--- src/rtl/apb_2_pkg.sv ---
// Shared types and constants for the APB3 read-increment-write requester.
package apb_2_pkg;

   typedef enum logic [1:0] {
      IDLE,
      SETUP,
      ACCESS
   } state_t;

   localparam logic [1:0]  CMD_NOP   = 2'b00;
   localparam logic [1:0]  CMD_READ  = 2'b01;
   localparam logic [1:0]  CMD_WRITE = 2'b10;

   localparam logic [31:0] APB_ADDR  = 32'hDEAD_CAFE;

endpackage

--- src/rtl/apb_2_master.sv ---
// APB3 requester: a read captures completer data, a write sends the captured value plus one
// back to the same fixed address.
module apb_2_master
   import apb_2_pkg::*;
(
   input  logic        clk,
   input  logic        rst,
   input  logic [1:0]  cmd_i,
   output logic        psel_o,
   output logic        penable_o,
   output logic [31:0] paddr_o,
   output logic        pwrite_o,
   output logic [31:0] pwdata_o,
   input  logic        pready_i,
   input  logic [31:0] prdata_i
);

   state_t      state_reg, state_next;
   logic [1:0]  cmd_reg, cmd_next;
   logic [31:0] rdata_reg, rdata_next;

   always_ff @(posedge clk or negedge rst) begin
      if (!rst) begin
         state_reg <= IDLE;
         cmd_reg   <= CMD_NOP;
         rdata_reg <= '0;
      end else begin
         state_reg <= state_next;
         cmd_reg   <= cmd_next;
         rdata_reg <= rdata_next;
      end
   end

   always_comb begin
      state_next = state_reg;
      cmd_next   = cmd_reg;
      rdata_next = rdata_reg;
      psel_o     = 1'b0;
      penable_o  = 1'b0;
      paddr_o    = '0;
      pwrite_o   = 1'b0;
      pwdata_o   = '0;

      case (state_reg)
         IDLE: begin
            // Reserved encoding 2'b11 is treated like a no-op.
            if (cmd_i == CMD_READ || cmd_i == CMD_WRITE) begin
               cmd_next   = cmd_i;
               state_next = SETUP;
            end
         end
         SETUP: begin
            psel_o     = 1'b1;
            state_next = ACCESS;
         end
         ACCESS: begin
            psel_o    = 1'b1;
            penable_o = 1'b1;
            if (pready_i) begin
               state_next = IDLE;
               if (cmd_reg == CMD_READ) begin
                  rdata_next = prdata_i;
               end
            end
         end
         default: begin
            state_next = IDLE;
         end
      endcase

      // Address, direction and data derive only from registers, so they hold for the whole transfer.
      if (state_reg != IDLE) begin
         paddr_o  = APB_ADDR;
         pwrite_o = (cmd_reg == CMD_WRITE);
         pwdata_o = (cmd_reg == CMD_WRITE) ? rdata_reg + 32'd1 : '0;
      end
   end

endmodule

--- config.mk ---
export PLATFORM = sky130hd
export DESIGN_NAME = apb_2_master
export DESIGN_NICKNAME = d
export VERILOG_FILES = /design/src/rtl/apb_2_pkg.sv /design/src/rtl/apb_2_master.sv
export SDC_FILE = /design/constraint.sdc
export NUM_CORES = 1
export LEC_CHECK = 0
export ABC_AREA = 1
export BUFFER_PORTS_ARGS = -buffer_cell sky130_fd_sc_hd__buf_2
export CORE_MARGIN = 2
export CORE_UTILIZATION = 26
export CTS_CLUSTER_DIAMETER = 40
export CTS_CLUSTER_SIZE = 12
export DETAILED_ROUTE_END_ITERATION = 12
export PLACE_DENSITY_LB_ADDON = 0.05
export SLEW_MARGIN = 10
export SYNTH_ARGS = -nofsm -noshare
export SYNTH_HDL_FRONTEND = slang
export SYNTH_SLANG_ARGS = --single-unit
--- constraint.sdc ---
create_clock -name clk -period 4.3 [get_ports clk]
set_clock_uncertainty 0.1 [all_clocks]
set_input_delay 0.86 -clock clk [delete_from_list [all_inputs] [get_ports clk]]
set_output_delay 0.86 -clock clk [all_outputs]
set_load 0.01 [all_outputs]
==> results of run 1 <==
layout make-up:
| type | instances | area, um^2 |
|---|---|---|
| Fill cell | 1208 | 7080 |
| Multi-Input combinational cell | 313 | 1480 |
| Sequential cell | 36 | 901 |
| Timing Repair Buffer | 96 | 488 |
| Tap cell | 136 | 170 |
| Inverter | 42 | 158 |
| Clock buffer | 7 | 86.3 |
| Clock inverter | 1 | 7.51 |
cell families (layout without fill, tap and decap cells):
family / count (synthesis) / count (layout) / synth area share, %
AOI/OAI and AO/OA: 50 / 50 / 9.13
adders and majority gates: 4 / 4 / 1.80
buffers and inverters: 81 / 146 / 15.7
DFF: 36 / 36 / 32.4
muxes: 17 / 17 / 6.88
other: 1 / 10 / 0.135
and+or+nand+nor: 232 / 232 / 33.9
how the worst max path moves through the flow:
stage                              from            to  slack, ns  depth (start not counted)
4_1_cts        state_reg[0]$_DFFE_PN0P_  pwdata_o[16]       0.93                          9
3_3_place_gp   state_reg[0]$_DFFE_PN0P_  pwdata_o[16]       1.33                          9
6_report       state_reg[0]$_DFFE_PN0P_  pwdata_o[16]       1.02                          9
2_1_floorplan  state_reg[0]$_DFFE_PN0P_  pwdata_o[21]       1.40                          9
5_1_grt        state_reg[0]$_DFFE_PN0P_  pwdata_o[16]       0.76                          9
3_5_place_dp   state_reg[0]$_DFFE_PN0P_  pwdata_o[16]       1.28                          9
critical path, delay by kind of cell, from the launching register on:
family | cells | cell delay [ns]
buf+inv | 5 | 1.05
flops | 1 | 0.37
compound gates | 2 | 0.22
fa+ha+maj | 1 | 0.21
simple gates | 1 | 0.17
power groups by stage:
stage          logic, W  registers (W)  clock network [W]
3_5_place_dp    0.00125       0.000692                  0
6_report        0.00124       0.000689           0.000261
2_1_floorplan  0.000989       0.000631                  0
4_1_cts         0.00126       0.000688           0.000274
5_1_grt         0.00140       0.000723           0.000290
3_3_place_gp    0.00125       0.000695                  0
cells in the mapped netlist:
library cell / instances
a21oi_1: 33
nor3b_1: 1
conb_1: 1
buf_4: 32
nand2_2: 3
mux2_2: 17
nor3_1: 2
nor2_2: 7
buf_2: 5
nor2_4: 3
o22ai_1: 1
o21a_1: 1
nand3_2: 1
nand2_1: 107
dfrtp_1: 36
nor2_1: 97
nand3_1: 11
buf_6: 1
o21ai_0: 15
clkbuf_1: 1
ha_1: 4
inv_1: 42
through the flow:
step	hold slack, ns	worst slack, ns	utilization, %
2_1_floorplan	0.381	1.40	-
6_report	0.437	1.02	31.8
3_5_place_dp	0.414	1.28	30.9
5_1_grt	0.456	0.760	31.8
3_3_place_gp	0.406	1.33	30.9
4_1_cts	0.440	0.927	31.8
per-layer routing:
layer  global-route usage [%]  share of wire (%)  up-vias
li1                         -                  -     1413
met1                     21.3                 50     1183
met2                     23.7                 44       67
met3                     2.97                5.4        7
met4                     3.57               0.89        0
met5                        0                  0        -
==> results.sh, run 1 <==
export IMPL_grt_total_usage_pct=15.1
export IMPL_syn_avg_cell_area_um2=6.61
export IMPL_wire_per_inst_um=13.2
export IMPL_worstPathCellList="inv_1 > ha_1 > inv_1 > nand3_1 > inv_1 > buf_4 > o21ai_0 > a21oi_1 > buf_2"
export IMPL_vias=2670
export IMPL_first_pass_iters=5
export IMPL_worst_ep_required_time_ns=3.34
export IMPL_cts_buffers=5
export IMPL_wirelength_mm=8.33
export IMPL_yosysSeqAreaShare_pct=32.4
export IMPL_cp_common_cell="inv_1"
export IMPL_rows=37
export IMPL_max_vdd_ir_drop_mv=0.284
export IMPL_placed_area_um2=3200
export IMPL_die_w_um=107
export IMPL_hold_viol=0
export IMPL_worstSkewPairLatency_ns=0.29
export IMPL_fin_crit_ns=3.28
export IMPL_post_cts_resized=0
export IMPL_cts_tree="yes"
export IMPL_largest_reg_flops=32
export IMPL_crit_type="flip-flop to output port"
export IMPL_grt_max_degree=37
export IMPL_pwr_share_clk_pct=11.9
export IMPL_htreeDepth=2
export IMPL_power_per_cell_area_nw_per_um2=663
export IMPL_holdPathStages=2
export IMPL_layout_drive_gt1_share_pct=27.3
export IMPL_final_cell_mix="107 x nand2_1, 97 x nor2_1, 93 x buf_2"
export IMPL_crit_arrival_ns=2.32
export IMPL_synthTopCellsByArea="dfrtp_1 32%, nand2_1 14%, nor2_1 13%"
export IMPL_final_nets=535
export IMPL_antenna_found_initial=0
export IMPL_yosys_register_bits=36
export IMPL_holdPathEnd="rdata_reg[31]$_DFFE_PN0P_"
export IMPL_synth_area_leader_cell="dfrtp_1"
export IMPL_critical_path_max_stage_delay_ns=0.49
export IMPL_gp_congestion=0.889
export IMPL_r2r_end="rdata_reg[1]$_DFFE_PN0P_"
export IMPL_p_comb_share_pct=56.6
export IMPL_power_total_w=0.00219
export IMPL_grt_pass1_wl_mm=13.4
export IMPL_first_iter_violations=85
export IMPL_synthToLayoutAreaGrowth_pct=18.3
export IMPL_fp_coreArea_um2=10400
export IMPL_intPower_w=0.00110
export IMPL_endpoint_kind="output port"
export IMPL_place_inst=623
export IMPL_hp_class="flip-flop to flip-flop"
export IMPL_swShare_pct=49.4
export IMPL_synth_top_area_share_pct=32.4
export IMPL_drv_slew=0
export IMPL_p_seq_share_pct=31.5
export IMPL_synthDistinctLibCells=22
export IMPL_clk_path_buf_depth=2
export IMPL_r2r_slack_ns=2.19
export IMPL_cp_slowest_cell="inv_1"
export IMPL_fin_cells=631
export IMPL_numPortBuffers=93
export IMPL_post_cts_buffers=0
export IMPL_yosys_warnings=0
export IMPL_fmax_mhz=304
export IMPL_grt_pass1_vias=2676
export IMPL_synth_cell_area_um2=2780
export IMPL_rsz0062_at_grt="false"
export IMPL_start_util_pct=26.8
export IMPL_diodes=0
export IMPL_finalInstanceArea_um2=3290
export IMPL_p_leak_nw=1.70
export IMPL_drcViolationCount=0
export IMPL_slew_headroom_pct=42.1
export IMPL_r2r_cells=5
export IMPL_worst_slew_pin_slew_ns=0.868
export IMPL_status="finished clean"
export IMPL_min_delay_start="rdata_reg[31]$_DFFE_PN0P_"
export IMPL_synth_cells=421
export IMPL_place_hpwl_mm=6.62
export IMPL_cts_root_buf="clkbuf_8"
export IMPL_viasPerCell=4.23
export IMPL_clkSinkCount=36
export IMPL_setup_viol=0
export IMPL_tns_ns=0
export IMPL_ctsHoldBuffers=0
export IMPL_start_kind="flip-flop"
export IMPL_die_area_um2=11500
export IMPL_cap_violations=0
export IMPL_grt_ovfl_total=0
export IMPL_ant_nets=0
export IMPL_power_switching_w=0.00108
export IMPL_layout_commonest_cell="nand2_1"
export IMPL_min_period_over_period_pct=76.4
export IMPL_critPathMaxFanout=18
export IMPL_io_pins=104
export IMPL_cts_clk_slew_worst_paths_ns=0.08
export IMPL_worstReg2RegStart="state_reg[0]$_DFFE_PN0P_"
export IMPL_die_h_um=107
No activity file was read; power rests on OpenSTA's default activity.
==> inputs of run 2 (changes only) <==
clock period = 3.2 ns   (was 4.3 ns; I/O delays follow)
==> run 2 against run 1 <==
Net effect: critical path depth did not move; combinational power is 34% higher; die area is the same; via count is 1.1% higher; non-clock buffer count rose by 1; highest routed layer unchanged; critical path type unchanged.
==> results.sh, run 2 (synthesis gave the netlist of run 1 again) <==
export IMPL_crit_type="flip-flop to output port"
export IMPL_htreeDepth=2
export IMPL_max_vdd_ir_drop_mv=0.389
export IMPL_cp_endpoint="pwdata_o[12]"
export IMPL_power_per_cell_area_nw_per_um2=907
export IMPL_cap_violations=0
export IMPL_grt_pass1_wl_mm=14.1
export IMPL_crit_start="state_reg[0]$_DFFE_PN0P_"
export IMPL_worstPathCellList="inv_1 > ha_1 > inv_1 > nand3_1 > inv_1 > buf_4 > o21ai_0 > a21oi_1 > buf_2"
export IMPL_layout_drive_gt1_share_pct=27.6
export IMPL_worstSkewPairLatency_ns=0.29
export IMPL_ant_nets=0
export IMPL_critical_path_max_stage_delay_ns=0.38
export IMPL_place_hpwl_mm=6.68
export IMPL_cts_tree="yes"
export IMPL_cts_buffers=5
export IMPL_fin_cells=632
export IMPL_ctsHoldBuffers=0
export IMPL_hold_viol=0
export IMPL_clk_path_buf_depth=2
export IMPL_hp_class="input pin to async pin"
export IMPL_die_w_um=107
export IMPL_drcViolationCount=0
export IMPL_diodes=0
export IMPL_multi_input_area_um2=1480
export IMPL_r2r_end="rdata_reg[2]$_DFFE_PN0P_"
export IMPL_r2r_cells=5
export IMPL_fill_cells=1178
export IMPL_p_seq_share_pct=31.0
export IMPL_seq_area_um2=901
export IMPL_post_cts_buffers=0
export IMPL_synthToLayoutAreaGrowth_pct=19.2
export IMPL_fmax_mhz=358
export IMPL_wirelength_mm=8.51
export IMPL_start_util_pct=26.8
export IMPL_worst_ep_required_time_ns=2.46
export IMPL_clkSinkCount=36
export IMPL_tns_ns=0
export IMPL_r2r_slack_ns=1.55
export IMPL_fin_ws_ns=0.405
export IMPL_cts_root_buf="clkbuf_8"
export IMPL_largest_reg_flops=32
export IMPL_worstReg2RegStart="state_reg[0]$_DFFE_PN0P_"
export IMPL_setup_viol=0
export IMPL_rsz0062_at_grt="false"
export IMPL_first_iter_violations=73
export IMPL_cts_clk_slew_worst_paths_ns=0.09
export IMPL_power_switching_w=0.00147
export IMPL_drv_slew=0
export IMPL_final_cell_mix="107 x nand2_1, 97 x nor2_1, 93 x buf_2"
export IMPL_worst_slew_pin_slew_ns=0.864
export IMPL_io_pins=104
export IMPL_final_nets=536
export IMPL_critPathMaxFanout=29
export IMPL_die_h_um=107
export IMPL_place_inst=624
export IMPL_p_comb_share_pct=55.3
export IMPL_cp_slowest_cell="dfrtp_1"
export IMPL_wire_per_inst_um=13.5
export IMPL_post_place_ws_ns=0.707
export IMPL_grt_ovfl_total=0
export IMPL_die_area_um2=11500
export IMPL_p_leak_nw=1.72
export IMPL_rows=37
export IMPL_utilization_pct=32.0
export IMPL_first_pass_iters=4
export IMPL_fp_coreArea_um2=10400
export IMPL_layout_commonest_cell="nand2_1"
export IMPL_crit_arrival_ns=2.05
export IMPL_viasPerCell=4.27
export IMPL_intPower_w=0.00154
export IMPL_vias=2700
export IMPL_grt_max_degree=37
export IMPL_start_kind="flip-flop"
export IMPL_endpoint_kind="output port"
export IMPL_gp_congestion=0.886
export IMPL_cp_common_cell="inv_1"
export IMPL_grt_pass1_vias=2747
export IMPL_antenna_found_initial=0
export IMPL_fin_crit_ns=2.79
export IMPL_slew_headroom_pct=42.4
export IMPL_pwr_share_clk_pct=13.7
export IMPL_min_period_over_period_pct=87.3
export IMPL_swShare_pct=48.8
export IMPL_numPortBuffers=93
export IMPL_grt_total_usage_pct=15.7
export IMPL_status="finished clean"
export IMPL_post_cts_resized=0
==> run 2: changes by cell type in the layout (fill, tap and decap cells not counted), sizes merged <==
cell	change
clkinv	+1
buf	+1
clkbuf	-2
bufinv	+1
==> run 2: worst min path at each step <==
stage	start	end	slack, ns	cells past startpoint
detailed placement	rdata_reg[31]$_DFFE_PN0P_	rdata_reg[31]$_DFFE_PN0P_	0.42	2
global placement	state_reg[0]$_DFFE_PN0P_	state_reg[0]$_DFFE_PN0P_	0.40	2
finish	rst	rdata_reg[20]$_DFFE_PN0P_	0.36	1
floorplan	rst	cmd_reg[0]$_DFFE_PN0P_	0.24	0
CTS	rst	rdata_reg[20]$_DFFE_PN0P_	0.39	1
global route	rst	rdata_reg[20]$_DFFE_PN0P_	0.43	1
==> run 2: worst max-delay path, delay by kind of cell, from the launching register on <==
kind / cells / cell delay (ns)
flip-flops: 1 / 0.38
adder cells (fa/ha/maj): 1 / 0.21
buffers and inverters: 5 / 0.69
AND/OR/NAND/NOR: 1 / 0.17
AO/OA/AOI/OAI: 2 / 0.29
==> run 2: area by class of cell <==
cell class / count / area share [%]
clock buffer: 5 / 2.07
clock inverter: 3 / 1.28
multi-input combinational: 313 / 44.7
timing repair buffer: 97 / 14.9
sequential: 36 / 27.1
tap: 136 / 5.13
inverter: 42 / 4.75
==> run 2: stage by stage <==
stage	area (um^2)	hold WS (ns)	power, W
after floorplan	2820	0.244	0.00218
after global placement	3210	0.402	0.00262
after detailed placement	3210	0.419	0.00262
after CTS	3320	0.389	0.00305
after global routing	3320	0.432	0.00332
final	3320	0.356	0.00301
==> run 2: routing by layer <==
| metal | share of wire, % | wire length, um | GRT usage [%] | vias up |
|---|---|---|---|---|
| li1 | - | - | - | 1422 |
| met1 | 51 | 4340 | 22.9 | 1202 |
| met2 | 43 | 3630 | 24.1 | 70 |
| met3 | 5.4 | 463 | 3.09 | 6 |
| met4 | 0.96 | 82 | 3.30 | 0 |
| met5 | 0 | 0 | 0 | - |
==> run 2: power by group through the flow <==
stage | combinational, W | sequential, W | clock (W)
after global placement | 0.00168 | 0.000939 | 0
after global routing | 0.00190 | 0.000972 | 0.000447
after floorplan | 0.00133 | 0.000847 | 0
after CTS | 0.00169 | 0.000930 | 0.000429
after detailed placement | 0.00168 | 0.000935 | 0
final | 0.00166 | 0.000933 | 0.000413
==> inputs of run 3 (changes only) <==
CORE_ASPECT_RATIO = 0.6   (was unset)
==> run 3 against run 2 <==
Net effect: clock power is 39% higher; final cell count is 0.32% higher; critical path depth stayed put; die area is 0.23% higher; register-to-register slack worse by 0.71 ns; utilization is 0.15 points higher; clock-buffer cell count stayed put; setup slack worse by 0.024 ns; sequential share of layout area is 0.42 points lower; combinational power hardly changed; non-clock buffer count is 1 lower; flip-flop and latch count stayed put; critical endpoint is now pwdata_o[15]; largest cell class unchanged.
==> results.sh, run 3 (synthesis gave the netlist of run 1 again) <==
export IMPL_status="finished clean"
export IMPL_max_vdd_ir_drop_mv=0.266
export IMPL_slew_headroom_pct=36.0
export IMPL_setup_viol=0
export IMPL_critPathMaxFanout=29
export IMPL_final_cell_mix="107 x nand2_1, 97 x nor2_1, 93 x buf_2"
export IMPL_cap_violations=0
export IMPL_grt_pass1_vias=2575
export IMPL_cp_depth=9
export IMPL_gp_congestion=0.830
export IMPL_ctsHoldBuffers=0
export IMPL_drcViolationCount=0
export IMPL_cts_buffers=5
export IMPL_antenna_found_initial=0
export IMPL_layout_drive_gt1_share_pct=27.5
export IMPL_min_period_over_period_pct=88.1
export IMPL_worst_ep_required_time_ns=2.46
export IMPL_p_leak_nw=1.74
export IMPL_grt_total_usage_pct=16.0
export IMPL_die_h_um=84.1
export IMPL_cts_tree="yes"
export IMPL_layout_commonest_cell="nand2_1"
export IMPL_utilization_pct=32.1
export IMPL_die_area_um2=11600
export IMPL_numPortBuffers=93
export IMPL_placed_area_um2=3200
export IMPL_worstPathCellList="inv_1 > ha_1 > inv_1 > nand3_1 > inv_1 > buf_4 > o21ai_0 > a21oi_1 > buf_2"
export IMPL_worstReg2RegStart="state_reg[0]$_DFFE_PN0P_"
export IMPL_r2r_slack_ns=0.84
export IMPL_r2r_end="rdata_reg[24]$_DFFE_PN0P_"
export IMPL_wirelength_mm=8.85
export IMPL_endpoint_kind="output port"
export IMPL_grt_max_degree=41
export IMPL_multi_input_area_um2=1480
export IMPL_fill_cells=1183
export IMPL_tns_ns=0
export IMPL_post_cts_resized=0
export IMPL_ant_nets=0
export IMPL_crit_type="flip-flop to output port"
export IMPL_cp_slowest_cell="dfrtp_1"
export IMPL_r2r_cells=6
export IMPL_viasPerCell=4.23
export IMPL_grt_ovfl_total=0
export IMPL_cp_common_cell="inv_1"
export IMPL_start_kind="flip-flop"
export IMPL_power_per_cell_area_nw_per_um2=948
export IMPL_io_pins=104
export IMPL_largest_reg_flops=32
export IMPL_htreeDepth=2
export IMPL_hold_viol=0
export IMPL_worst_slew_pin_slew_ns=0.959
export IMPL_cp_num_buf_inv=5
export IMPL_vias=2681
export IMPL_drv_slew=0
export IMPL_wire_per_inst_um=14.0
export IMPL_final_nets=535
export IMPL_synthToLayoutAreaGrowth_pct=21.1
export IMPL_cts_root_buf="clkbuf_16"
export IMPL_die_w_um=138
export IMPL_cts_clk_slew_worst_paths_ns=0.06
export IMPL_first_iter_violations=99
export IMPL_post_cts_buffers=0
export IMPL_crit_start="state_reg[0]$_DFFE_PN0P_"
export IMPL_place_hpwl_mm=6.91
export IMPL_fin_crit_ns=2.82
export IMPL_grt_pass1_wl_mm=13.9
export IMPL_clkSinkCount=36
export IMPL_clk_path_buf_depth=2
export IMPL_cp_endpoint="pwdata_o[15]"
export IMPL_finalInstanceArea_um2=3370
export IMPL_fmax_mhz=355
export IMPL_rsz0062_at_grt="false"
export IMPL_critical_path_max_stage_delay_ns=0.37
export IMPL_start_util_pct=26.5
export IMPL_hp_class="input pin to async pin"
export IMPL_first_pass_iters=4
export IMPL_diodes=0
export IMPL_worstSkewPairLatency_ns=0.29
export IMPL_cp_top_family="buffers and inverters"
export IMPL_crit_arrival_ns=2.08
export IMPL_seq_area_um2=901
export IMPL_rows=29
export IMPL_fp_coreArea_um2=10500
## run 3: cell count changes in the layout (fill, tap and decap cells not counted)
cell / before / now
buf_4: 4 / 3
clkbuf_16: 0 / 5
clkbuf_8: 5 / 0
## run 3: worst min-delay path by stage
| stage | startpoint | endpoint | cells after the start |
|---|---|---|---|
| after floorplan | rst | cmd_reg[0]$_DFFE_PN0P_ | 0 |
| after global placement | state_reg[0]$_DFFE_PN0P_ | state_reg[0]$_DFFE_PN0P_ | 2 |
| after detailed placement | state_reg[0]$_DFFE_PN0P_ | state_reg[0]$_DFFE_PN0P_ | 2 |
| after CTS | rst | rdata_reg[19]$_DFFE_PN0P_ | 1 |
| after global routing | rst | rdata_reg[30]$_DFFE_PN0P_ | 1 |
| final | rst | rdata_reg[3]$_DFFE_PN0P_ | 1 |
## run 3: routing by layer
| layer | share of wire (%) | track usage, % |
|---|---|---|
| met1 | 57 | 26.6 |
| met2 | 36 | 20.2 |
| met3 | 6.7 | 3.68 |
| met4 | 0.66 | 3.09 |
| met5 | 0 | 0 |
## run 3: cell type report
cell class | instances | share of cell area (%)
flip-flops and latches | 36 | 26.7
well taps | 139 | 5.16
repair buffers | 96 | 14.5
inverters | 42 | 4.68
clock buffers | 5 | 3.71
multi-input cells | 313 | 44.0
clock inverters | 3 | 1.26
## run 3: stage by stage
| step | std cells | total power (W) | hold WS (ns) | setup slack [ns] |
|---|---|---|---|---|
| floorplan | 430 | 0.00218 | 0.244 | 0.515 |
| global placement | 626 | 0.00264 | 0.412 | 0.712 |
| detailed placement | 626 | 0.00263 | 0.422 | 0.682 |
| CTS | 634 | 0.00322 | 0.415 | 0.362 |
| global route | 634 | 0.00349 | 0.458 | 0.171 |
| finish | 634 | 0.00319 | 0.377 | 0.381 |
## run 3: report_power, final
part	leakage [nW]	total [W]	switching, W	internal [W]
logic	1.24	0.00168	0.00105	0.000632
clock network	0.0798	0.000576	0.000209	0.000366
registers	0.415	0.000936	0.000258	0.000678
total	1.74	0.00319	0.00152	0.00168
